--- src/rtl/pipe_hazard_ctrl.sv ---
// -----------------------------------------------------------------------------
// pipe_hazard_ctrl
//
// Hazard and forwarding controller for a 5-stage IF/ID/EX/MEM/WB pipeline.
// Sits beside the ID stage and keeps a shadow copy of the destination-register
// state of the EX, MEM and WB stages: rd, write enable and, for EX, the
// load flag. From that state and the current ID operands it drives the P/Q
// forwarding selects, the control-unit bubble select, the PC and IF/ID load
// enables and the IF/ID flush. All outputs are combinational.
//
// Ports
//   clk          pipeline clock, state updates on the rising edge
//   rst_n        asynchronous active-low reset
//   id_ra/id_rb  ID source registers (P / Q operands)
//   id_ra_used   ID instruction reads id_ra
//   id_rb_used   ID instruction reads id_rb
//   id_rd        ID target register
//   id_rf_le     ID instruction writes the register file
//   id_load      ID instruction is a memory load
//   ex_jump      jump taken by the instruction in EX
//   fw_p_sel     P forward select: 00 RF, 01 EX, 10 MEM, 11 WB
//   fw_q_sel     Q forward select, same encoding
//   cu_nop       bubble: zero control signals entering EX
//   pc_le        PC load enable
//   ifid_le      IF/ID register load enable
//   ifid_flush   clear IF/ID to nop on the next edge
//
// Optional feature, macro PIPE_HAZARD_PERF_EN:
//   stall_cnt    saturating count of cycles with a load-use stall applied
//   flush_cnt    saturating count of cycles with ifid_flush asserted
// -----------------------------------------------------------------------------
module pipe_hazard_ctrl (
    input  logic       clk,
    input  logic       rst_n,
    input  logic [4:0] id_ra,
    input  logic [4:0] id_rb,
    input  logic       id_ra_used,
    input  logic       id_rb_used,
    input  logic [4:0] id_rd,
    input  logic       id_rf_le,
    input  logic       id_load,
    input  logic       ex_jump,
    output logic [1:0] fw_p_sel,
    output logic [1:0] fw_q_sel,
    output logic       cu_nop,
    output logic       pc_le,
    output logic       ifid_le,
    output logic       ifid_flush
`ifdef PIPE_HAZARD_PERF_EN
    ,
    output logic [15:0] stall_cnt,
    output logic [15:0] flush_cnt
`endif
);

    // Shadow pipeline state
    logic [4:0] ex_rd_reg;
    logic       ex_we_reg;
    logic       ex_ld_reg;
    logic [4:0] mem_rd_reg;
    logic       mem_we_reg;
    logic [4:0] wb_rd_reg;
    logic       wb_we_reg;

    // A stage can forward only if it writes a register other than r0.
    logic ex_fwd;
    logic mem_fwd;
    logic wb_fwd;

    assign ex_fwd  = ex_we_reg  && (ex_rd_reg  != 5'd0);
    assign mem_fwd = mem_we_reg && (mem_rd_reg != 5'd0);
    assign wb_fwd  = wb_we_reg  && (wb_rd_reg  != 5'd0);

    // Operand 0 is P (id_ra), operand 1 is Q (id_rb).
    logic [4:0] src_reg_sel [2];
    logic [1:0] src_used;
    logic [1:0] sel_raw [2];
    logic [1:0] load_use_op;

    assign src_reg_sel[0] = id_ra;
    assign src_reg_sel[1] = id_rb;
    assign src_used       = {id_rb_used, id_ra_used};

    generate
        for (genvar gi = 0; gi < 2; gi++) begin : g_operand
            logic ex_hit;
            logic mem_hit;
            logic wb_hit;

            assign ex_hit  = src_used[gi] && ex_fwd  && (src_reg_sel[gi] == ex_rd_reg);
            assign mem_hit = src_used[gi] && mem_fwd && (src_reg_sel[gi] == mem_rd_reg);
            assign wb_hit  = src_used[gi] && wb_fwd  && (src_reg_sel[gi] == wb_rd_reg);

            // Youngest producer wins. A load still in EX has no data yet, so
            // its match becomes a load-use hazard instead of a forward; older
            // stages must not be used in that case because their value is stale.
            assign load_use_op[gi] = ex_hit && ex_ld_reg;
            assign sel_raw[gi]     = ex_hit  ? 2'b01 :
                                     mem_hit ? 2'b10 :
                                     wb_hit  ? 2'b11 : 2'b00;
        end
    endgenerate

    logic load_use;
    logic stall;

    assign load_use = |load_use_op;
    // A taken jump overrides the stall; it cannot coincide with a load-use
    // hazard architecturally, but the jump must never be lost.
    assign stall    = load_use && !ex_jump;

    always_comb begin
        fw_p_sel   = 2'b00;
        fw_q_sel   = 2'b00;
        cu_nop     = 1'b1;
        pc_le      = 1'b0;
        ifid_le    = 1'b0;
        ifid_flush = 1'b1;
        if (rst_n) begin
            fw_p_sel   = load_use ? 2'b00 : sel_raw[0];
            fw_q_sel   = load_use ? 2'b00 : sel_raw[1];
            cu_nop     = stall;
            pc_le      = !stall;
            ifid_le    = !stall;
            ifid_flush = ex_jump;
        end
    end

    // Shadow pipeline advance. A bubble enters EX with we=ld=0, so a stall
    // cannot retrigger on itself.
    always_ff @(posedge clk or negedge rst_n) begin
        if (!rst_n) begin
            ex_rd_reg  <= 5'd0;
            ex_we_reg  <= 1'b0;
            ex_ld_reg  <= 1'b0;
            mem_rd_reg <= 5'd0;
            mem_we_reg <= 1'b0;
            wb_rd_reg  <= 5'd0;
            wb_we_reg  <= 1'b0;
        end else begin
            wb_rd_reg  <= mem_rd_reg;
            wb_we_reg  <= mem_we_reg;
            mem_rd_reg <= ex_rd_reg;
            mem_we_reg <= ex_we_reg;
            ex_rd_reg  <= id_rd;
            ex_we_reg  <= id_rf_le && !stall;
            ex_ld_reg  <= id_load  && !stall;
        end
    end

`ifdef PIPE_HAZARD_PERF_EN
    logic [15:0] stall_cnt_reg;
    logic [15:0] flush_cnt_reg;

    always_ff @(posedge clk or negedge rst_n) begin
        if (!rst_n) begin
            stall_cnt_reg <= 16'd0;
            flush_cnt_reg <= 16'd0;
        end else begin
            if (stall && (stall_cnt_reg != 16'hFFFF)) begin
                stall_cnt_reg <= stall_cnt_reg + 16'd1;
            end
            if (ex_jump && (flush_cnt_reg != 16'hFFFF)) begin
                flush_cnt_reg <= flush_cnt_reg + 16'd1;
            end
        end
    end

    assign stall_cnt = stall_cnt_reg;
    assign flush_cnt = flush_cnt_reg;
`endif

endmodule

--- config.mk ---
export PLATFORM = sky130hd
export DESIGN_NAME = pipe_hazard_ctrl
export DESIGN_NICKNAME = d
export VERILOG_FILES = /design/src/rtl/pipe_hazard_ctrl.sv
export SDC_FILE = /design/constraint.sdc
export NUM_CORES = 1
export LEC_CHECK = 0
export BUFFER_PORTS_ARGS = -buffer_cell sky130_fd_sc_hd__buf_2
export CAP_MARGIN = 25
export CORE_AREA = 3 3 51 48
export CTS_BUF_LIST = sky130_fd_sc_hd__clkbuf_4 sky130_fd_sc_hd__clkbuf_8
export CTS_CLUSTER_DIAMETER = 50
export DETAILED_ROUTE_END_ITERATION = 10
export DIE_AREA = 0 0 54 51
export GPL_TIMING_DRIVEN = 0
export HOLD_SLACK_MARGIN = 0.03
export PLACE_DENSITY = 0.92
export SLEW_MARGIN = 10
export SYNTH_ARGS = -nofsm -noshare
export SYNTH_HDL_FRONTEND = slang
export SYNTH_SLANG_ARGS = --single-unit
--- constraint.sdc ---
create_clock -name clk -period 5.3 [get_ports clk]
set_clock_uncertainty 0.05 [all_clocks]
set_input_delay 1.325 -clock clk [delete_from_list [all_inputs] [get_ports clk]]
set_output_delay 1.325 -clock clk [all_outputs]
set_load 0.05 [all_outputs]
# Word-level counts from Yosys, hierarchy flattened
# Index checks and enable logic that the tools add are counted.
# Widths: inputs -> output; s select.
# word_totals
mem_count,0
mem_bits_ro,0
latch_bits,0
ff_bits,19
inputBits,22
output_inout_bits,8
word_cells,52
ramBits,0
# classes
reduce_logical,26
n_eq_ne,6
muxes,13
div,0
multipliers,0
order_cmp,0
n_shift,0
n_addsub,0
bitwise,0
# ops
op,n
$eq 5x5->1,6
$logic_and 1x1->1,20
$mux 2,10
$reduce_bool 5->1,3
$mux 1,3
$logic_not 1->1,2
$reduce_or 2->1,1

# Logic depth before layout (Yosys ltp)
# Gate-level depths: netlist (run 1).
# depth
word_depth,9
ltp_mapped,6
mapped_depth_nobuf,5

# Worst setup path after synthesis (run 1)
# Ideal clock, no wire load.
# synth_path
path_kind,input to output
start,input port id_ra[1]
end,output port fw_p_sel[0]
n_path_buf,0
arrival_time_ps,3316
path_slack_ps,609
required_ps,3925
cell_stages,5
path_cell_list,xor2_1 nor4_1 nor4bb_4 a21oi_1 nor3_1
# synth_via
elab_chain_cells,7
elab_cells_between_ends,13
classes_between,eq/ne: 3; mux: 5; reduce/logical: 5
# synth_lines
element,line_no,text
"start, declared",35,"input logic [4:0] id_ra,"
$eq 5x5->1,92,assign wb_hit = src_used[gi] && wb_fwd && (src_reg_sel[gi] == wb_rd_reg);
$logic_and 1x1->1,92,
$mux 2,100,wb_hit ? 2'b11 : 2'b00;
$mux 2,99,mem_hit ? 2'b10 :
$mux 2,98,assign sel_raw[gi] = ex_hit ? 2'b01 :
$mux 2 (*),120,fw_p_sel = load_use ? 2'b00 : sel_raw[0];
$mux 2 (*),119,if (rst_n) begin
"end, declared",43,"output logic [1:0] fw_p_sel,"
# Every way passes the cells marked *; elsewhere a longest branch is shown, timed or not.

# Worst setup path after layout (run 1)
# layout_path
start,input port id_ra[4]
end,output port pc_le
# layout_via
elab_chain_cells,7
# layout_lines
element,line_no,text
$eq 5x5->1,90,assign ex_hit = src_used[gi] && ex_fwd && (src_reg_sel[gi] == ex_rd_reg);
$logic_and 1x1->1,90,
$logic_and 1x1->1,97,assign load_use_op[gi] = ex_hit && ex_ld_reg;
$reduce_or 2->1,107,assign load_use = |load_use_op;
$logic_and 1x1->1,110,assign stall = load_use && !ex_jump;
$logic_not 1->1,123,pc_le = !stall;
$mux 1,119,
"end, declared",46,"output logic pc_le,"
# Every way passes these cells.

==> results of run 1 <==
[Yosys cell counts, drive strengths merged]
| cell type | n | share of area |
|---|---|---|
| nand4 | 4 | 0.023 |
| buf | 1 | 0.0070 |
| a2111oi | 2 | 0.040 |
| or4 | 3 | 0.025 |
| nor4bb | 2 | 0.047 |
| nand3b | 2 | 0.014 |
| nand2b | 1 | 0.0059 |
| a21oi | 2 | 0.0094 |
| a211oi | 1 | 0.0070 |
| nor4 | 4 | 0.023 |
| o21a | 1 | 0.0070 |
| inv | 2 | 0.0070 |
| dfrtp | 19 | 0.44 |
| o21ai | 3 | 0.028 |
| nand2 | 3 | 0.011 |
| xor2 | 18 | 0.15 |
| and2 | 3 | 0.018 |
| nor3 | 4 | 0.019 |
| nor2 | 1 | 0.0035 |
| xnor2 | 12 | 0.098 |
| o31a | 2 | 0.016 |
[per-layer routing]
metal	track usage	routed length, um
met5	0	0
met2	0.313	1180
met1	0.246	918
met3	0.0175	89
met4	0.124	79
[through the flow]
stage	instance area, um^2	hold slack, ps	cells	utilization
after global routing	1280	353	148	0.660
final	1280	339	148	0.660
after CTS	1280	341	148	0.660
after global placement	1250	308	144	0.645
after detailed placement	1250	318	144	0.645
after floorplan	1070	304	90	-
[worst max path at each step]
stage | startpoint | end | slack, ps | depth (start not counted)
after floorplan | id_ra[1] | fw_p_sel[0] | 610 | 5
after global placement | id_ra[1] | pc_le | 800 | 8
after detailed placement | id_ra[1] | pc_le | 730 | 8
after CTS | id_ra[1] | pc_le | 730 | 8
after global routing | id_ra[1] | pc_le | 590 | 8
final | id_ra[4] | pc_le | 730 | 8
[area by class of cell]
cell class	count	share of cell area
Multi-Input combinational cell	68	0.454
Sequential cell	19	0.373
Timing Repair Buffer	29	0.114
Tap cell	25	0.0245
Clock buffer	3	0.0176
Clock inverter	1	0.00588
Buffer	1	0.00588
Inverter	2	0.00588
[worst register-to-register path: cells and delay by family (launching register included)]
kind            cells  cell delay, ps
simple gates        3            1120
flops               1             470
compound gates      1             140
xor+xnor            1             190
[power by group through the flow]
stage	Sequential, mW	Combinational, mW	Clock, mW
after global placement	0.164	0.0548	0
after global routing	0.163	0.0631	0.0815
after floorplan	0.162	0.0362	0
final	0.162	0.0578	0.0714
after CTS	0.162	0.0578	0.0746
after detailed placement	0.165	0.0576	0
[cell families after synthesis]
kind of cell,count (synthesis)
buffers and inverters,3
and+or+nand+nor,27
DFF,19
AOI/OAI and AO/OA,11
xor gates and xnor gates,30
[cells in the final DEF (no fill, tap or decap), drive strengths merged, types with 4 or more instances in the layout]
cell type,netlist,final
dfrtp,19,19
xor2,18,18
buf,1,30
nor3,4,4
nand4,4,4
xnor2,12,12
nor4,4,4
==> metrics.txt, run 1 <==
# TYPE chip_impl_metric gauge
chip_impl_metric{name="gpl_congestion",unit=""} 0.994
chip_impl_metric{name="worst_setup_hold_path_clk_slew",unit="ps"} 100
chip_impl_info{name="crit-reg2reg-launch",value="ex_rd_reg[4]"} 1
chip_impl_metric{name="p_per_area",unit="nW/um^2"} 228
chip_impl_metric{name="final_setup_violation_count",unit=""} 0
chip_impl_metric{name="gr_util_all_layers",unit=""} 0.195
chip_impl_metric{name="grt_first_pass_wirelength",unit="um"} 3860
chip_impl_info{name="run_status",value="finished, final reports clean"} 1
chip_impl_metric{name="layout_setup_ws",unit="ps"} 727
chip_impl_info{name="critPathMostFrequentCell",value="sky130_fd_sc_hd__buf_2"} 1
chip_impl_metric{name="cts_buffer_depth",unit=""} 2
chip_impl_metric{name="synthesis.yosys.warnings",unit=""} 0
chip_impl_metric{name="total_leakage_power",unit="nW"} 0.540
chip_impl_metric{name="multi_input_comb_area",unit="um^2"} 579
chip_impl_metric{name="final_min_period_over_clock_period",unit=""} 0.863
chip_impl_metric{name="ratio_of_routed_vias_to_standard_cells",unit=""} 5.47
chip_impl_metric{name="vias_in_the_first_global_route",unit=""} 879
chip_impl_metric{name="switching_share",unit=""} 0.293
chip_impl_metric{name="number_of_nets_with_antenna_violations_after_routing",unit=""} 0
chip_impl_metric{name="yosys_register_bits",unit=""} 19
chip_impl_info{name="cpLargestDelayFamily",value="simple AND/OR/NAND/NOR gates"} 1
chip_impl_metric{name="drc",unit=""} 0
chip_impl_metric{name="synth_cell_types",unit=""} 25
chip_impl_metric{name="ff_latch_area",unit="um^2"} 475
chip_impl_info{name="worstSetupStartpointType",value="input pin"} 1
chip_impl_metric{name="post-layout-total-power",unit="uW"} 291
chip_impl_info{name="r2r-end",value="ex_ld_reg"} 1
chip_impl_info{name="timing.hold.worst.class",value="reg2reg"} 1
chip_impl_metric{name="final_layout_size_suffix_gt1_frac",unit=""} 0.333
chip_impl_metric{name="globalRoute.totalOverflow",unit=""} 0
chip_impl_metric{name="comb_power_share",unit=""} 0.198
chip_impl_metric{name="max_stage_delay",unit="ps"} 480
chip_impl_metric{name="critical_path_arrival",unit="ps"} 3200
chip_impl_metric{name="p_seq_frac",unit=""} 0.557
chip_impl_metric{name="fill_cells",unit=""} 144
chip_impl_metric{name="drt_wl_total",unit="um"} 2270
chip_impl_metric{name="cts-buffers-inserted",unit=""} 3
chip_impl_metric{name="synthCells",unit=""} 90
chip_impl_metric{name="row_count",unit=""} 15
chip_impl_info{name="cts_root_buf",value="sky130_fd_sc_hd__clkbuf_4"} 1
chip_impl_metric{name="max_freq",unit="MHz"} 219
chip_impl_info{name="criticalPathCategory",value="in2out"} 1
chip_impl_metric{name="dr.pass1.iters",unit=""} 4
chip_impl_metric{name="finish.net_count",unit=""} 146
chip_impl_metric{name="via_count",unit=""} 809
chip_impl_metric{name="syn_area",unit="um^2"} 1070
chip_impl_metric{name="synth.avg_cell_area",unit="um^2"} 11.9
chip_impl_metric{name="post_cts_resized",unit=""} 0
chip_impl_metric{name="grt_antenna_before_repair",unit=""} 0
chip_impl_metric{name="worst_ep_required_time",unit="ps"} 3920
chip_impl_metric{name="design.portCount",unit=""} 30
chip_impl_info{name="unrepaired_setup_endpoints_after_global_routing",value="no"} 1
chip_impl_metric{name="rr_worst_depth",unit=""} 5
chip_impl_metric{name="cts_setup_buffers",unit=""} 0
chip_impl_metric{name="design.core.area",unit="um^2"} 1930
chip_impl_metric{name="antenna_cells",unit=""} 0
chip_impl_metric{name="cp.buffers_inverters",unit=""} 3
chip_impl_metric{name="cellInternalPower",unit="uW"} 206
chip_impl_metric{name="hold_path_depth",unit=""} 0
chip_impl_metric{name="muxShareOfSynthArea",unit=""} 0
chip_impl_metric{name="io_buffers",unit=""} 29
chip_impl_metric{name="synth-xor-area-share",unit=""} 0.246
chip_impl_metric{name="timing_hold_violations_final",unit=""} 0
chip_impl_metric{name="start_util",unit=""} 0.553
chip_impl_info{name="synth_top_family_by_area",value="XOR/XNOR gates"} 1
chip_impl_info{name="tritoncts",value="done"} 1
chip_impl_metric{name="r2r_setup_slack",unit="ps"} 3230
chip_impl_metric{name="synth_simple_gate_area_share",unit=""} 0.188
chip_impl_metric{name="critical_path.max_fanout",unit=""} 4
chip_impl_info{name="slowest_stage",value="sky130_fd_sc_hd__nor4_1"} 1
chip_impl_metric{name="timing.slew.headroom",unit=""} 0.673
chip_impl_metric{name="synth-compound-area-share",unit=""} 0.108
chip_impl_metric{name="cts_hold_buf",unit=""} 0
chip_impl_metric{name="period_needed",unit="ps"} 4570
chip_impl_metric{name="cts_htree_levels",unit=""} 1
chip_impl_metric{name="die-height",unit="um"} 51
chip_impl_metric{name="die_x",unit="um"} 54
chip_impl_metric{name="placement.setup.worst_slack",unit="ps"} 735
chip_impl_metric{name="yosys.area_share.adder",unit=""} 0
chip_impl_metric{name="count_of_pins_over_their_slew_limit",unit=""} 0
chip_impl_metric{name="die_area",unit="um^2"} 2750
chip_impl_metric{name="drv.max_cap_violation_count",unit=""} 0
chip_impl_metric{name="power_switching",unit="uW"} 85.3
chip_impl_info{name="end_kind",value="output port"} 1
chip_impl_metric{name="area.growth.synth_to_final",unit="%"} 19.3
chip_impl_info{name="timing.hold.worst_endpoint",value="wb_we_reg"} 1
chip_impl_metric{name="wl_per_cell",unit="um"} 15.3
chip_impl_metric{name="worst_slew_pin_slew",unit="ps"} 485
chip_impl_metric{name="share_clk_of_total_power",unit=""} 0.245
chip_impl_info{name="timing.hold.worst.start",value="mem_we_reg"} 1
chip_impl_metric{name="vdd_drop_max",unit="mV"} 0.174
chip_impl_info{name="critical_path.cell_chain",value="buf_2 > xor2_1 > nor4_1 > nor4bb_4 > o21ai_2 > and2_1 > buf_4 > buf_2"} 1
chip_impl_metric{name="synth_seq_area_share",unit=""} 0.444
chip_impl_metric{name="mappedNetlistNets",unit=""} 112
chip_impl_metric{name="dp_hpwl",unit="um"} 1880
chip_impl_metric{name="totalNegativeSetupSlack",unit="ps"} 0
chip_impl_metric{name="clkSinkCount",unit=""} 19
chip_impl_metric{name="maximum_number_of_pins_on_one_net_before_global_route_repair",unit=""} 24
chip_impl_metric{name="drt_first_iter_violations",unit=""} 11
chip_impl_metric{name="worst_skew_pair.late_latency",unit="ps"} 290
No activity file was read; power rests on OpenSTA's default activity.
==> inputs of run 2 (changes only) <==
--- a/config.mk
+++ b/config.mk
@@ -9,5 +9,5 @@
 export CAP_MARGIN = 25
 export CORE_AREA = 3 3 51 48
-export CTS_BUF_LIST = sky130_fd_sc_hd__clkbuf_4 sky130_fd_sc_hd__clkbuf_8
+export CTS_BUF_LIST = sky130_fd_sc_hd__clkbuf_2
 export CTS_CLUSTER_DIAMETER = 50
 export DETAILED_ROUTE_END_ITERATION = 10
@@ -16,4 +16,5 @@
 export HOLD_SLACK_MARGIN = 0.03
 export PLACE_DENSITY = 0.92
+export RECOVER_POWER = 100
 export SLEW_MARGIN = 10
 export SYNTH_ARGS = -nofsm -noshare
==> constraint.sdc (replaced) <==
create_clock -name clk -period 5.3 [get_ports clk]
set_clock_uncertainty 0.05 [all_clocks]
set_input_delay 0.53 -clock clk [delete_from_list [all_inputs] [get_ports clk]]
set_output_delay 0.53 -clock clk [all_outputs]
set_load 0.05 [all_outputs]
==> metrics.txt, run 2 (synthesized netlist as in run 1, its figures left out) <==
# TYPE chip_impl_metric gauge
chip_impl_metric{name="finish.cell_count_without_fillers",unit=""} 148
chip_impl_metric{name="totalNegativeSetupSlack",unit="ps"} 0
chip_impl_metric{name="period_needed",unit="ps"} 3840
chip_impl_metric{name="drv.max_cap_violation_count",unit=""} 0
chip_impl_metric{name="final_setup_violation_count",unit=""} 0
chip_impl_metric{name="total_leakage_power",unit="nW"} 0.499
chip_impl_metric{name="routed_wl_met2",unit="um"} 1180
chip_impl_metric{name="max_freq",unit="MHz"} 261
chip_impl_metric{name="drc",unit=""} 0
chip_impl_metric{name="ratio_of_routed_vias_to_standard_cells",unit=""} 5.58
chip_impl_metric{name="count_of_pins_over_their_slew_limit",unit=""} 0
chip_impl_metric{name="worst_setup_hold_path_clk_slew",unit="ps"} 180
chip_impl_info{name="dr.max_layer_used",value="met4"} 1
chip_impl_metric{name="timing.slew.headroom",unit=""} 0.275
chip_impl_metric{name="post_cts_resized",unit=""} 0
chip_impl_metric{name="final_min_period_over_clock_period",unit=""} 0.724
chip_impl_metric{name="die_area",unit="um^2"} 2750
chip_impl_metric{name="grt_first_pass_wirelength",unit="um"} 3910
chip_impl_metric{name="final_layout_size_suffix_gt1_frac",unit=""} 0.252
chip_impl_metric{name="clkSinkCount",unit=""} 19
chip_impl_metric{name="worst_ep_required_time",unit="ps"} 4720
chip_impl_metric{name="placement.setup.worst_slack",unit="ps"} 2320
chip_impl_metric{name="timing_hold_violations_final",unit=""} 0
chip_impl_metric{name="antenna_cells",unit=""} 0
chip_impl_metric{name="via_count",unit=""} 826
chip_impl_info{name="end_kind",value="output port"} 1
chip_impl_metric{name="critical_path_arrival",unit="ps"} 3260
chip_impl_metric{name="io_buffers",unit=""} 29
chip_impl_metric{name="start_util",unit=""} 0.553
chip_impl_metric{name="r2r_setup_slack",unit="ps"} 2630
chip_impl_metric{name="cts-buffers-inserted",unit=""} 3
chip_impl_info{name="timing.hold.worst.class",value="in2reg"} 1
chip_impl_metric{name="die-height",unit="um"} 51
chip_impl_info{name="critical_path.cell_chain",value="xor2_1 > nor4_1 > nor4bb_1 > o21ai_0 > and2_0 > buf_4 > clkbuf_1"} 1
chip_impl_metric{name="ff_latch_area",unit="um^2"} 475
chip_impl_metric{name="wl_per_cell",unit="um"} 15.5
chip_impl_metric{name="drt_first_iter_violations",unit=""} 16
chip_impl_info{name="most-common-layout-cells",value="sky130_fd_sc_hd__buf_2 (22), sky130_fd_sc_hd__dfrtp_1 (19), sky130_fd_sc_hd__xor2_1 (18)"} 1
chip_impl_metric{name="cts_setup_buffers",unit=""} 0
chip_impl_info{name="worstSetupStartpointType",value="register"} 1
chip_impl_info{name="run_status",value="finished, final reports clean"} 1
chip_impl_metric{name="post-layout-total-power",unit="uW"} 277
chip_impl_metric{name="row_count",unit=""} 15
chip_impl_metric{name="met3WireLength",unit="um"} 101
chip_impl_metric{name="critical_path.max_fanout",unit=""} 4
chip_impl_metric{name="cts_htree_levels",unit=""} 1
chip_impl_metric{name="gpl_congestion",unit=""} 0.994
chip_impl_metric{name="layout.core_utilization",unit=""} 0.634
chip_impl_metric{name="worst_slew_pin_slew",unit="ps"} 1090
chip_impl_info{name="final_common_cell",value="sky130_fd_sc_hd__buf_2"} 1
chip_impl_metric{name="max_stage_delay",unit="ps"} 790
chip_impl_metric{name="globalRoute.totalOverflow",unit=""} 0
chip_impl_metric{name="cts_hold_buf",unit=""} 0
chip_impl_metric{name="dr.pass1.iters",unit=""} 4
chip_impl_metric{name="layout_setup_ws",unit="ps"} 1460
chip_impl_metric{name="design.portCount",unit=""} 30
chip_impl_metric{name="worst_skew_pair.late_latency",unit="ps"} 300
chip_impl_metric{name="vdd_drop_max",unit="mV"} 0.195
chip_impl_info{name="unrepaired_setup_endpoints_after_global_routing",value="no"} 1
chip_impl_metric{name="finish.net_count",unit=""} 146
chip_impl_info{name="criticalPathCategory",value="reg2out"} 1
chip_impl_metric{name="gr_util_all_layers",unit=""} 0.197
chip_impl_info{name="slowest_stage",value="sky130_fd_sc_hd__nor4bb_1"} 1
chip_impl_metric{name="vias_in_the_first_global_route",unit=""} 879
chip_impl_metric{name="p_per_area",unit="nW/um^2"} 226
chip_impl_metric{name="fill_cells",unit=""} 159
chip_impl_metric{name="design.core.area",unit="um^2"} 1930
chip_impl_metric{name="multi_input_comb_area",unit="um^2"} 546
chip_impl_metric{name="grt_antenna_before_repair",unit=""} 0
chip_impl_info{name="tritoncts",value="done"} 1
chip_impl_metric{name="die_x",unit="um"} 54
chip_impl_metric{name="dp_hpwl",unit="um"} 1880
chip_impl_metric{name="number_of_nets_with_antenna_violations_after_routing",unit=""} 0
chip_impl_info{name="cts_root_buf",value="sky130_fd_sc_hd__clkbuf_2"} 1
chip_impl_metric{name="cts_buffer_depth",unit=""} 2
chip_impl_metric{name="metal1_wirelength",unit="um"} 907
chip_impl_metric{name="area.growth.synth_to_final",unit="%"} 14.6
chip_impl_metric{name="drt_wl_total",unit="um"} 2290
chip_impl_metric{name="dp_cells",unit=""} 144
chip_impl_metric{name="maximum_number_of_pins_on_one_net_before_global_route_repair",unit=""} 24
==> run 2: layout make-up <==
cell class,count,share of cell area
Buffer,1,0.00612
Clock buffer,3,0.0122
Clock inverter,1,0.00612
Inverter,2,0.00612
Multi-Input combinational cell,68,0.445
Sequential cell,19,0.388
Tap cell,25,0.0255
Timing Repair Buffer,29,0.111
==> run 2: report_power, final <==
part	leakage [nW]	total, mW	switching, mW	internal, mW
sequential	0.221	0.162	0.00994	0.152
combinational	0.265	0.0545	0.0313	0.0232
clock	0.0126	0.0601	0.0425	0.0176
==> run 2: layer usage <==
layer	global-route usage	vias up
li1	-	386
met1	0.252	401
met2	0.315	29
met3	0.0175	10
met4	0.124	0
met5	0	-
==> run 2: critical path: cells and delay by family, from the launching register on <==
kind	cells	cell delay, ps
xor+xnor	1	190
simple gates	3	1500
buf+inv	2	410
flops	1	490
compound gates	1	370
==> run 2: final timing paths <==
kind,startpoint,depth (start not counted),end
max in group asynchronous,rst_n,1,ex_rd_reg[3]
max reg2reg,ex_rd_reg[4],5,ex_ld_reg
min in group asynchronous,rst_n,1,wb_rd_reg[0]
min reg2reg,mem_we_reg,0,wb_we_reg
max,ex_rd_reg[4],7,pc_le
min,id_rd[4],1,ex_rd_reg[4]
==> run 2: stage by stage <==
stage               cell area (um^2)  hold slack (ps)
global placement                1250              308
detailed placement              1250              318
global route                    1230              223
finish                          1230              266
CTS                             1270             86.0
floorplan                       1070              184
